==> src/rtl/pw_pkg.sv <==
// Shared constants, state encoding and tile arithmetic for the pointwise scheduler.
package pw_pkg;

   localparam int unsigned TILE  = 8;
   localparam int unsigned LAT   = 3;
   localparam int unsigned DIM_W = 8;

   typedef enum logic [1:0] {IDLE, RUN, DRAIN, DONE} pw_state_e;

   // Base channel of the final (possibly partial) tile for a non-zero count n.
   function automatic logic [DIM_W-1:0] last_base(input logic [DIM_W-1:0] n);
      logic [DIM_W-1:0] m;
      m = n - 1'b1;
      return (m / DIM_W'(TILE)) * DIM_W'(TILE);
   endfunction

endpackage

==> src/rtl/pw_wb_delay.sv <==
// Depth-stage valid+address shift register that aligns writeback with engine latency.
module pw_wb_delay #(
   parameter int unsigned Depth = 3,
   parameter int unsigned Width = 24
) (
   input  logic             i_clk,
   input  logic             i_rst_n,
   input  logic             i_valid,
   input  logic [Width-1:0] i_data,
   output logic             o_valid,
   output logic [Width-1:0] o_data
);

   logic [Depth-1:0] r_valid;
   logic [Width-1:0] r_data [Depth];

   always_ff @(posedge i_clk or negedge i_rst_n) begin
      if (!i_rst_n) begin
         r_valid <= '0;
         for (int i = 0; i < Depth; i++) begin
            r_data[i] <= '0;
         end
      end else begin
         r_valid[0] <= i_valid;
         r_data[0]  <= i_data;
         for (int i = 1; i < Depth; i++) begin
            r_valid[i] <= r_valid[i-1];
            r_data[i]  <= r_data[i-1];
         end
      end
   end

   assign o_valid = r_valid[Depth-1];
   assign o_data  = r_data[Depth-1];

endmodule

==> src/rtl/pointwise_scheduler.sv <==
// Loop sequencer for the 8x8 pointwise array: walks (h, w, oc tile, ic tile) and
// emits tile selects, bias/accumulate flags and a latency-aligned writeback strobe.
module pointwise_scheduler
   import pw_pkg::*;
(
   input  logic             i_clk,
   input  logic             i_rst_n,
   input  logic             i_start,
   input  logic [DIM_W-1:0] i_output_size,
   input  logic [DIM_W-1:0] i_input_channel,
   input  logic [DIM_W-1:0] i_output_channel,
   input  logic             i_tile_ready,
   output logic             o_tile_valid,
   output logic [DIM_W-1:0] o_out_h,
   output logic [DIM_W-1:0] o_out_w,
   output logic [DIM_W-1:0] o_ic_sel,
   output logic [DIM_W-1:0] o_oc_sel,
   output logic             o_first_ic,
   output logic             o_last_ic,
   output logic             o_wb_valid,
   output logic [DIM_W-1:0] o_wb_h,
   output logic [DIM_W-1:0] o_wb_w,
   output logic [DIM_W-1:0] o_wb_oc,
   output logic             o_busy,
   output logic             o_done
);

   localparam int unsigned  CNT_W  = $clog2(LAT + 1);
   localparam logic [DIM_W:0] TILE_X = (DIM_W + 1)'(TILE);

   pw_state_e        r_state;
   logic [DIM_W-1:0] r_ic_last, r_oc_last, r_hw_last;
   logic [DIM_W-1:0] r_out_h, r_out_w, r_ic_sel, r_oc_sel;
   logic             r_tile_valid, r_busy, r_done;
   logic [CNT_W-1:0] r_cnt;

   logic             w_hs, w_cfg_empty, w_final;
   logic             w_ic_wrap, w_oc_wrap, w_w_wrap, w_h_wrap;
   logic [DIM_W:0]   w_ic_next, w_oc_next, w_w_next;
   logic [3*DIM_W-1:0] w_wb_data;

   assign w_hs        = r_tile_valid & i_tile_ready;
   assign w_cfg_empty = (i_output_size == '0) | (i_input_channel == '0) |
                        (i_output_channel == '0);

   // One extra bit so stepping past the last base is visible instead of wrapping at 256.
   assign w_ic_next = {1'b0, r_ic_sel} + TILE_X;
   assign w_oc_next = {1'b0, r_oc_sel} + TILE_X;
   assign w_w_next  = {1'b0, r_out_w} + 1'b1;
   assign w_ic_wrap = w_ic_next > {1'b0, r_ic_last};
   assign w_oc_wrap = w_oc_next > {1'b0, r_oc_last};
   assign w_w_wrap  = w_w_next > {1'b0, r_hw_last};
   assign w_h_wrap  = r_out_h == r_hw_last;
   assign w_final   = w_ic_wrap & w_oc_wrap & w_w_wrap & w_h_wrap;

   always_ff @(posedge i_clk or negedge i_rst_n) begin
      if (!i_rst_n) begin
         r_state      <= IDLE;
         r_ic_last    <= '0;
         r_oc_last    <= '0;
         r_hw_last    <= '0;
         r_out_h      <= '0;
         r_out_w      <= '0;
         r_ic_sel     <= '0;
         r_oc_sel     <= '0;
         r_tile_valid <= 1'b0;
         r_busy       <= 1'b0;
         r_done       <= 1'b0;
         r_cnt        <= '0;
      end else begin
         unique case (r_state)
            IDLE: begin
               r_done <= 1'b0;
               if (i_start) begin
                  r_ic_last <= last_base(i_input_channel);
                  r_oc_last <= last_base(i_output_channel);
                  r_hw_last <= i_output_size - 1'b1;
                  r_busy    <= 1'b1;
                  // An empty layer still shows one busy cycle before its done pulse.
                  if (w_cfg_empty) begin
                     r_state <= DRAIN;
                     r_cnt   <= CNT_W'(LAT - 1);
                  end else begin
                     r_state      <= RUN;
                     r_tile_valid <= 1'b1;
                  end
               end
            end
            RUN: begin
               if (w_hs) begin
                  if (w_final) begin
                     r_state      <= DRAIN;
                     r_tile_valid <= 1'b0;
                     r_cnt        <= '0;
                     r_out_h      <= '0;
                     r_out_w      <= '0;
                     r_ic_sel     <= '0;
                     r_oc_sel     <= '0;
                  end else if (!w_ic_wrap) begin
                     r_ic_sel <= w_ic_next[DIM_W-1:0];
                  end else begin
                     r_ic_sel <= '0;
                     if (!w_oc_wrap) begin
                        r_oc_sel <= w_oc_next[DIM_W-1:0];
                     end else begin
                        r_oc_sel <= '0;
                        if (!w_w_wrap) begin
                           r_out_w <= w_w_next[DIM_W-1:0];
                        end else begin
                           r_out_w <= '0;
                           r_out_h <= r_out_h + 1'b1;
                        end
                     end
                  end
               end
            end
            DRAIN: begin
               if (r_cnt == CNT_W'(LAT - 1)) begin
                  r_state <= DONE;
                  r_busy  <= 1'b0;
                  r_done  <= 1'b1;
               end else begin
                  r_cnt <= r_cnt + 1'b1;
               end
            end
            DONE: begin
               r_state  <= IDLE;
               r_done   <= 1'b0;
               r_out_h  <= '0;
               r_out_w  <= '0;
               r_ic_sel <= '0;
               r_oc_sel <= '0;
            end
            default: r_state <= IDLE;
         endcase
      end
   end

   assign w_wb_data = {r_out_h, r_out_w, r_oc_sel};

   pw_wb_delay #(
      .Depth (LAT),
      .Width (3 * DIM_W)
   ) u_wb_delay (
      .i_clk   (i_clk),
      .i_rst_n (i_rst_n),
      .i_valid (w_hs & o_last_ic),
      .i_data  (w_wb_data),
      .o_valid (o_wb_valid),
      .o_data  ({o_wb_h, o_wb_w, o_wb_oc})
   );

   assign o_tile_valid = r_tile_valid;
   assign o_out_h      = r_out_h;
   assign o_out_w      = r_out_w;
   assign o_ic_sel     = r_ic_sel;
   assign o_oc_sel     = r_oc_sel;
   assign o_first_ic   = r_tile_valid & (r_ic_sel == '0);
   assign o_last_ic    = r_tile_valid & (r_ic_sel == r_ic_last);
   assign o_busy       = r_busy;
   assign o_done       = r_done;

endmodule
==> config.mk <==
export PLATFORM = sky130hd
export DESIGN_NAME = pointwise_scheduler
export DESIGN_NICKNAME = d
export VERILOG_FILES = /design/src/rtl/pw_pkg.sv /design/src/rtl/pw_wb_delay.sv /design/src/rtl/pointwise_scheduler.sv
export SDC_FILE = /design/constraint.sdc
export NUM_CORES = 1
export LEC_CHECK = 0
export ABC_AREA = 1
export CORE_MARGIN = 5
export CORE_UTILIZATION = 45
export DETAILED_ROUTE_END_ITERATION = 10
export DONT_BUFFER_PORTS = 1
export GPL_ROUTABILITY_DRIVEN = 0
export HOLD_SLACK_MARGIN = 0.02
export MAX_ROUTING_LAYER = met4
export PLACE_DENSITY_LB_ADDON = 0.05
export SYNTH_ARGS = -nofsm -noshare
export SYNTH_HDL_FRONTEND = slang
export SYNTH_SLANG_ARGS = --single-unit
==> constraint.sdc <==
create_clock -name i_clk -period 2.1 [get_ports i_clk]
set_input_delay 0.63 -clock i_clk [delete_from_list [all_inputs] [get_ports i_clk]]
set_output_delay 0.63 -clock i_clk [all_outputs]
set_load 0.05 [all_outputs]
## After elaboration in Yosys (flattened, before gate mapping)

Cells that the tools add are included.

- Register bits: 132
- Input bits: 28
- Output and inout bits: 62
- Logic and storage cells: 116

- Add/subtract/negate cells: 8
- Magnitude comparators: 3
- Eq/ne operators: 16
- Multiplexer cells: 43
- Bitwise logic cells: 9
- Reductions and logical operators: 21

Operator list:

| cell | number |
|---|---|
| $mux 8 | 17 |
| $pmux 8 s2 | 4 |
| $logic_not 8->1 | 4 |
| $gt 9x8->1 | 3 |
| $sub 8x1->8 const B | 3 |
| $mux 2 | 10 |
| $add 8x4->9 const B | 2 |
| $eq 8x8->1 | 2 |
| $ne 2x2->1 const B | 7 |
| $reduce_and 5->1 | 2 |
| $add 8x1->9 const B | 1 |
| $ne 3x3->1 const B | 3 |
| $add 8x1->8 const B | 1 |
| $pmux 2 s4 | 1 |
| $reduce_and 4->1 | 2 |
| $reduce_bool 2->1 | 4 |
| $and 1x1->1 | 7 |
| $mux 1 | 7 |
| $eq 2x2->1 const B | 3 |
| $pmux 1 s2 | 3 |
| $pmux 2 s3 | 1 |
| $reduce_and 2->1 | 3 |
| $reduce_and 3->1 | 2 |
| $reduce_and 6->1 | 1 |
| 6 further kinds | 7 |

## Depth between registers and ports, before layout

Gate-level depths: netlist of the first run.

- Word-level depth: 8
- Depth in mapped cells: 17
- Mapped depth without buffers: 17

## Modules after synthesis

A second synthesis of the first run with hierarchy kept.

- Cell total of the unflattened synthesis: 579
- Area, all modules: 5726.7 um^2

By module, submodules not included:

| module | instances | cells an instance | area an instance (um^2) | seq. area each (um^2) |
|---|---|---|---|---|
| pointwise_scheduler | 1 | 480 | 3669.8 | 1276.2 |
| pw_wb_delay | 1 | 99 | 2057.0 | 1876.8 |

## Worst setup path before layout of the first run

OpenSTA, ideal clock, no wires.

- Path kind: register to output
- From: reg r_ic_sel[7], in the netlist o_ic_sel[7]
- To: out o_last_ic
- Arrival: 2304 ps
- Data required time: 1470 ps
- Setup slack: -834 ps
- Stages on the path, launching flop included: 5
- Buffers on the path: 0
- Cells stage by stage: dfrtp_1 -> inv_1 -> a221oi_1 -> o2111ai_1 -> nor3_1

- Word-level cells in the longest chain between the ends: 2

Ends and longest elaborated chain:

| what | RTL line | source |
|---|---|---|
| from (decl) | pointwise_scheduler.sv:33 | `logic [DIM_W-1:0] r_out_h, r_out_w, r_ic_sel, r_oc_sel;` |
| from (signal assigned) | pointwise_scheduler.sv:100 | `r_ic_sel <= w_ic_next[DIM_W-1:0];` |
| $eq 8x8->1 | pointwise_scheduler.sv:159 | `assign o_last_ic = r_tile_valid & (r_ic_sel == r_ic_last);` |
| $and 1x1->1 | pointwise_scheduler.sv:159 |  |
| to (decl) | pointwise_scheduler.sv:19 | `output logic o_last_ic,` |

No other way between the ends.

## Final worst setup path of the first run

- From: reg r_ic_sel[5], in the netlist o_ic_sel[5]
- To: out o_last_ic

The elaborated chain is that of the path after synthesis.

==> results summary, run 1 <==
The core box area came out at around 0.012 sq mm. Of the available clock period, the critical path in the final layout requires 113%. STA classifies the critical path startpoint as a flip-flop. The post-synthesis instance area is around 0.0055 sq mm. The wire length per cell after detailed routing came out at between 10 and 15 microns. The effective utilization at floorplan is between 40% and 50%. In this run the remaining antenna-violating nets after routing total 0.

The minimum clock period after layout is ~2400 ps. The flop and latch count out of synthesis came out at about 120. The count of endpoints failing hold in the final timing report came to 117. The standard-cell row count came out at 40. The clock arrives with about 5.7 ps of skew. The total length of routed wires is roughly 12000 microns. After detailed routing, the number of remaining DRC violations is 0. The H-tree depth came out at 4. Counting the buffers created by CTS gives 17. The most common library cell in the layout ignoring fill and taps is nand2_1. The endpoint required time on the critical path is between 1000 and 1500 ps. The maximum root-to-sink buffer count is 2. The tightest hold path in the finished design has a slack of -85.9 ps.

The final worst slack came out at -278 ps. The setup slack after placement came out at -283 ps. The share of final-layout standard cells stronger than drive strength 1 came out at between 30 and 40%. The number of synthesis warnings came out at 0. The worst hold path belongs to the class input pin to asynchronous set/reset pin. STA classifies the critical path endpoint as an output pin. The via count of the first global-routing pass is roughly 3700. The count of buffers added on input and output ports is 0. The clock sink total is approximately 120.

Static timing analysis puts the maximum clock frequency at about 420 MHz. The final total negative setup slack came out at -5540 ps. The die covers 0.0144 sq mm.

The final number of setup-violating endpoints came out at 31. The area growth from synthesis to layout is 27.6%. The number of pins exceeding their max-slew limit in the final report came out at 0. The max-cap check violation count came out at 0. The tree is rooted in a clkbuf_16.

The wire length of the first global-routing pass came out at ~19000 microns. The aggregate global routing overflow came out at 0. The detailed router placed ~3900 vias in this run. The total power came out at around 11000 uW. The number of unique standard cell types used by synthesis came out at 40. The worst pin sits at a relative slew slack of approximately 66%. The power density of the placed cells came out at about 1600 mW/mm^2.

After clock tree synthesis, the clock-pin slew on the worst setup and hold paths is approximately 60 ps. Dividing the detail-routed via count by the number of cells gives roughly 4.9. Setup repair after global routing could not meet its margin everywhere. The pin count of the biggest net entering global routing is around 120. The cell count after synthesis came out at between 500 and 600. The DRC marker count from the first detailed-route iteration came out at between 200 and 250. The maximum fanout along the worst path came out at 2. The largest vdd supply drop is ~0.00094 V. The number of antenna violations at the first check in global routing came to 0. The estimated wirelength of the detail-placed design came out at between 8000 and 9000 microns. The slew of the pin with the lowest slew margin came out at about 500 ps. The sequential cell area fraction in the yosys report is a little over half. The average cell area after synthesis came out at just under 10 sq um.

The later pin in the worst-skew pair is clocked with a latency of around 410 ps. The worst setup path is of the flip-flop to output pin kind. The count of antenna diodes in the layout came out at 0. The die height came out at ~120 microns. The final reports fail on negative hold slack, negative setup slack. The number of detailed-route iterations in the first pass came out at 4.

In the global route stage, overall resource usage came out at approximately 17%. The number of top-level design ports is 90. The floorplan step set the die width to around 120 microns. The final layout net count is between 600 and 700. In the layout the commonest cells are nand2_1 (116), dfrtp_1 (107), buf_4 (63).

TritonCTS built the clock tree. The flow ran to the end, but the final reports show violations. Data on the critical path arrives at its endpoint at about 1800 ps. The analysis attributes to cell leakage a power of 0.00360 uW.
final cells by class:
cell class	instances	area [sq um]
Fill cell	1019	4990
Clock buffer	18	439
Sequential cell	117	2940
Clock inverter	14	150
Timing Repair Buffer	73	603
Inverter	68	260
Multi-Input combinational cell	359	2390
Tap cell	147	184
synth_stat cells:
cell	n	area, sq um
inv_1	62	233
a21oi_1	9	45.0
nand4_1	13	81.3
nand2_2	6	37.5
a21o_1	1	7.51
nor2_1	31	116
xor2_1	15	131
or2_2	4	25.0
a22oi_1	1	7.51
nand3b_1	9	67.6
o21ai_0	20	100
nand2_4	3	33.8
nor2_2	2	12.5
nand3_4	1	17.5
o21a_1	1	7.51
dfrtp_1	117	2930
nor3_1	8	40.0
nand3_1	18	90.1
o2111ai_1	1	8.76
nand2_1	132	495
a221oi_1	1	8.76
clkbuf_2	1	5.00
and3_1	1	6.26
o21ai_4	1	16.3
inv_2	6	22.5
nor3b_1	1	7.51
a31o_2	1	8.76
nor2_4	4	45.0
buf_4	30	225
o21ai_1	9	45.0
o21ai_2	1	8.76
clkbuf_1	2	7.51
buf_1	1	3.75
xnor2_1	12	105
ha_1	29	363
conb_1	1	3.75
a31oi_1	9	56.3
a21oi_4	1	16.3
nor4_1	2	12.5
nand3_2	1	10.0
final timing paths:
path	startpoint	to	slack (ps)	cells after the start
worst max-delay path	o_ic_sel[5]	o_last_ic	-280	5
worst max register to register	o_out_w[0]	o_out_h[0]	-260	15
worst min-delay path	i_rst_n	r_ic_last[3]	-90	0
min in group i_clk	i_output_size[0]	r_hw_last[0]	330	1
max in group asynchronous	i_rst_n	o_out_w[0]	2020	0
worst min register to register	u_wb_delay.r_data[65]	u_wb_delay.r_data[41]	340	0
worst max-delay path, stage by stage, from the launching register on:
cell       delay (ps)
dfrtp_2           410
buf_6             120
a221oi_2          240
o2111ai_2         190
nor3_4            200
buf_12            160
state kept, by name, summed over array words and instances (netlist names), 8 cells and up:
| name | cells |
|---|---|
| o_out_h | 8 |
| u_wb_delay.r_data | 42 |
| u_wb_delay.o_data | 21 |
| r_hw_last | 8 |
| o_out_w | 8 |
through the flow:
step	instances	utilization (%)	hold WS, ps	area [sq um]
2_1_floorplan	576	-	331	5570
4_1_cts	790	56.5	-108	6760
6_report	796	58.3	-85.9	6970
3_5_place_dp	748	49.9	335	5970
3_3_place_gp	748	49.9	331	5970
5_1_grt	796	58.3	-120	6970
layer usage:
| layer | share of wire [%] | GRT usage (%) | vias up |
|---|---|---|---|
| li1 | - | - | 1930 |
| met1 | 48 | 23.6 | 1855 |
| met2 | 46 | 24.5 | 90 |
| met3 | 5.2 | 5.61 | 19 |
| met4 | 1.5 | 6.59 | 0 |
| met5 | 0 | - | - |
cell families (layout without fill, tap and decap cells):
| kind of cell | count (synthesis) | after routing | synth area share (%) |
|---|---|---|---|
| and+or+nand+nor | 236 | 238 | 20.1 |
| DFF | 117 | 117 | 53.6 |
| buffers and inverters | 102 | 173 | 9.09 |
| AOI/OAI and AO/OA | 56 | 56 | 6.16 |
| adders and majority gates | 29 | 29 | 6.64 |
| xor gates and xnor gates | 27 | 27 | 4.33 |
| other | 1 | 9 | 0.0686 |
report_power, final:
| part | switching (uW) | internal (uW) | total [uW] |
|---|---|---|---|
| clock network | 1050 | 1780 | 2830 |
| registers | 858 | 2920 | 3770 |
| logic | 2750 | 1810 | 4560 |
| total | 4650 | 6510 | 11200 |
timing repair:
item / 4_1_cts / 5_1_grt
buffers inserted: 8 / 6
resized for setup: 21 / 40
gates cloned: 2 / 0
hold endpoints to repair: 117 / 117
endpoints found under the setup margin: 28 / 33
pin swaps: 29 / 22
Power figures use the tool's default switching activity.
==> run 2, diff against run 1 <==
CORE_UTILIZATION = 35   (was 45)
CTS_CLUSTER_SIZE = 30   (was not set)
==> results summary, run 2 (synthesis results as in run 1) <==
The flow ran to the end, but the final reports show violations. The final reports fail on negative hold slack, negative setup slack. The die is roughly 130 microns tall.

The most common library cell in the layout ignoring fill and taps is nand2_1. The residual antenna-violating net count after detailed routing came out at 0. The via count of the first global-routing pass is about 3800. The DRC marker count from the first detailed-route iteration came out at around 150.

The maximum fanout along the worst path is 5. The largest vdd supply drop came out at roughly 0.00093 V. The total of fill cells in the finished design is 1392. The share of final-layout standard cells stronger than drive strength 1 came out at between 30% and 40%. The type of the worst min-delay path is input pin to asynchronous set/reset pin. The area growth from synthesis to layout is 32.4%. The endpoint identified for the worst register-to-register timing path is r_state[0]. The tree is rooted in a clkbuf_16. The maximum root-to-sink buffer count came out at 2. In this run the critical register-to-register path is launched from o_out_w[1].

Grouping stages by cell kind, the critical path spends the most delay in flip-flops. The worst clock skew on the final layout is 8.87 ps. Traced cell by cell, the critical path runs through buf_4 -> ha_2 -> nor3_4 -> buf_12. The floorplan die width came out at approximately 130 microns. The flip-flop count of the largest register after layout is 42.

The number of pins exceeding their max-slew limit in the final report came out at 0. The delay contributed by the slowest stage of the critical path came out at 450 ps. On the critical path, the stage with the largest delay is an instance of dfrtp_2.

The worst hold margin came out at -87.6 ps. The effective utilization at floorplan came out at 35.8%. For this design the ratio of total power to cell area is between 1500 and 2000 mW/mm^2. The maximum frequency from static timing analysis came out at 410 MHz. The endpoint required time on the critical path came out at around 1500 ps.

The wire length of the first global-routing pass is between 20000 and 25000 microns. The kind of end point of the critical path is an output pin. The minimum clock period after layout is about 2400 ps. The core box area came out at 0.0153 sq mm. The number of top-level design ports is 90. Across all register-to-register paths, the minimum setup slack is -290 ps. For this block, the via count after detailed routing is just under 4000. The library cells used most frequently in the layout, excluding fill and tap cells, are nand2_1 (112), dfrtp_1 (106), buf_4 (73). Wires add up to 12600 microns.

The global-route total usage across every layer came out at approximately 15%. The count of antenna diodes in the layout is 0. After detailed routing, the average wire length per cell comes to 14.5 microns. The count of endpoints failing hold in the final timing report is 117. The die area came out at approximately 0.018 sq mm. Ranked by flip-flop count, first place goes to u_wb_delay.r_data. After layout, the worst setup slack is -339 ps. Setup repair after global routing could not meet its margin everywhere.

The kind of start point of the critical path is a flip-flop. The clock input transition at the sequential cells of the worst setup and hold paths is 60 ps. The estimated wirelength of the detail-placed design is 8750 microns.

In this run the number of H-tree levels came out at 4. The number of antenna violations at the first check in global routing is 0. The fraction of the core area covered by cells at the end of the flow is 47.4%. The final number of setup-violating endpoints came out at 30. The final period utilization is 116%. The clock insertion delay at the later pin of the skew report is between 400 and 500 ps. The standard-cell row count is 45. The reported leakage power came out at between 0.003 and 0.004 uW. In the routed design, unresolved DRC markers number 0. The aggregate global routing overflow came out at 0. The number of detailed-route iterations in the first pass is 4. The combined buffer and inverter count along the critical path came out at 2. The via count normalized by instance count is 4.50. The data arrival at the endpoint of the critical path came out at ~1800 ps. The max-cap check violation count is 0. The pin count of the biggest net entering global routing is around 120. The count of buffers added on input and output ports is 0. The depth of the most critical reg-to-reg path is 16.

The setup path with the least slack is of type flip-flop to output pin. The final layout net count came out at 704. The total power is 11600 uW.

TritonCTS built the clock tree. The total CTS buffers came out at 17. The clock sink total came out at 117.
## run 2: cell count changes in the layout (fill, tap and decap cells not counted), moves of 2 or more
cell	previous run	this run
buf_4	63	73
bufinv_16	2	4
inv_2	8	10
inv_6	3	1
nand2_1	116	112
nand2_2	18	20
nand3_4	1	3
o21ai_1	7	9
o21ai_2	7	5
## run 2: worst max-delay path by stage
stage | cells after the start | from | slack (ps) | end
finish | 4 | o_ic_sel[3] | -340 | o_last_ic
global route | 16 | o_out_w[1] | -420 | r_state[0]
CTS | 5 | o_ic_sel[5] | -390 | o_last_ic
detailed placement | 15 | o_out_w[0] | -270 | r_state[0]
global placement | 17 | o_out_w[0] | -240 | o_out_h[5]
floorplan | 16 | o_out_w[2] | -340 | r_state[0]
## run 2: cell type report
cell class	count	area, sq um	area share [%]
inverter	68	258	3.56
multi-input combinational	360	2470	34.1
tap	211	264	3.65
sequential	117	2940	40.7
clock inverter	12	176	2.44
timing repair buffer	83	669	9.25
clock buffer	20	457	6.31
## run 2: through the flow
step | cell area, sq um | setup WS, ps | instances | TNS (ps)
after global placement | 6040 | -240 | 811 | -5100
after CTS | 7010 | -390 | 863 | -6480
after floorplan | 5570 | -336 | 576 | -6560
after detailed placement | 6040 | -267 | 811 | -5310
final | 7230 | -339 | 871 | -6420
after global routing | 7230 | -418 | 871 | -9970
## run 2: routing by layer
metal,vias to the layer above,global-route usage [%],part of all wire [%]
met3,11,4.55,6.1
met2,90,21.3,46
li1,1961,-,-
met1,1856,19.9,47
met4,0,5.43,1.3
met5,-,-,0
## run 2: what timing repair did
action,CTS,global route
resized for setup,34,42
cloned,3,0
buffers inserted,17,8
setup endpoints to repair,28,33
pin swaps,23,29
endpoints found under the hold margin,117,117
## run 2: power by group
| group | switching (uW) | leakage (uW) | internal [uW] |
|---|---|---|---|
| registers | 870 | 0.00151 | 2920 |
| logic | 2850 | 0.00188 | 1880 |
| clock network | 1020 | 0.000306 | 2050 |
==> run 3, diff against run 2 <==
HOLD_SLACK_MARGIN = not set   (was 0.02)
==> results of run 3 <==
No change in the layout: final DEF, timing and power equal those of run 2.
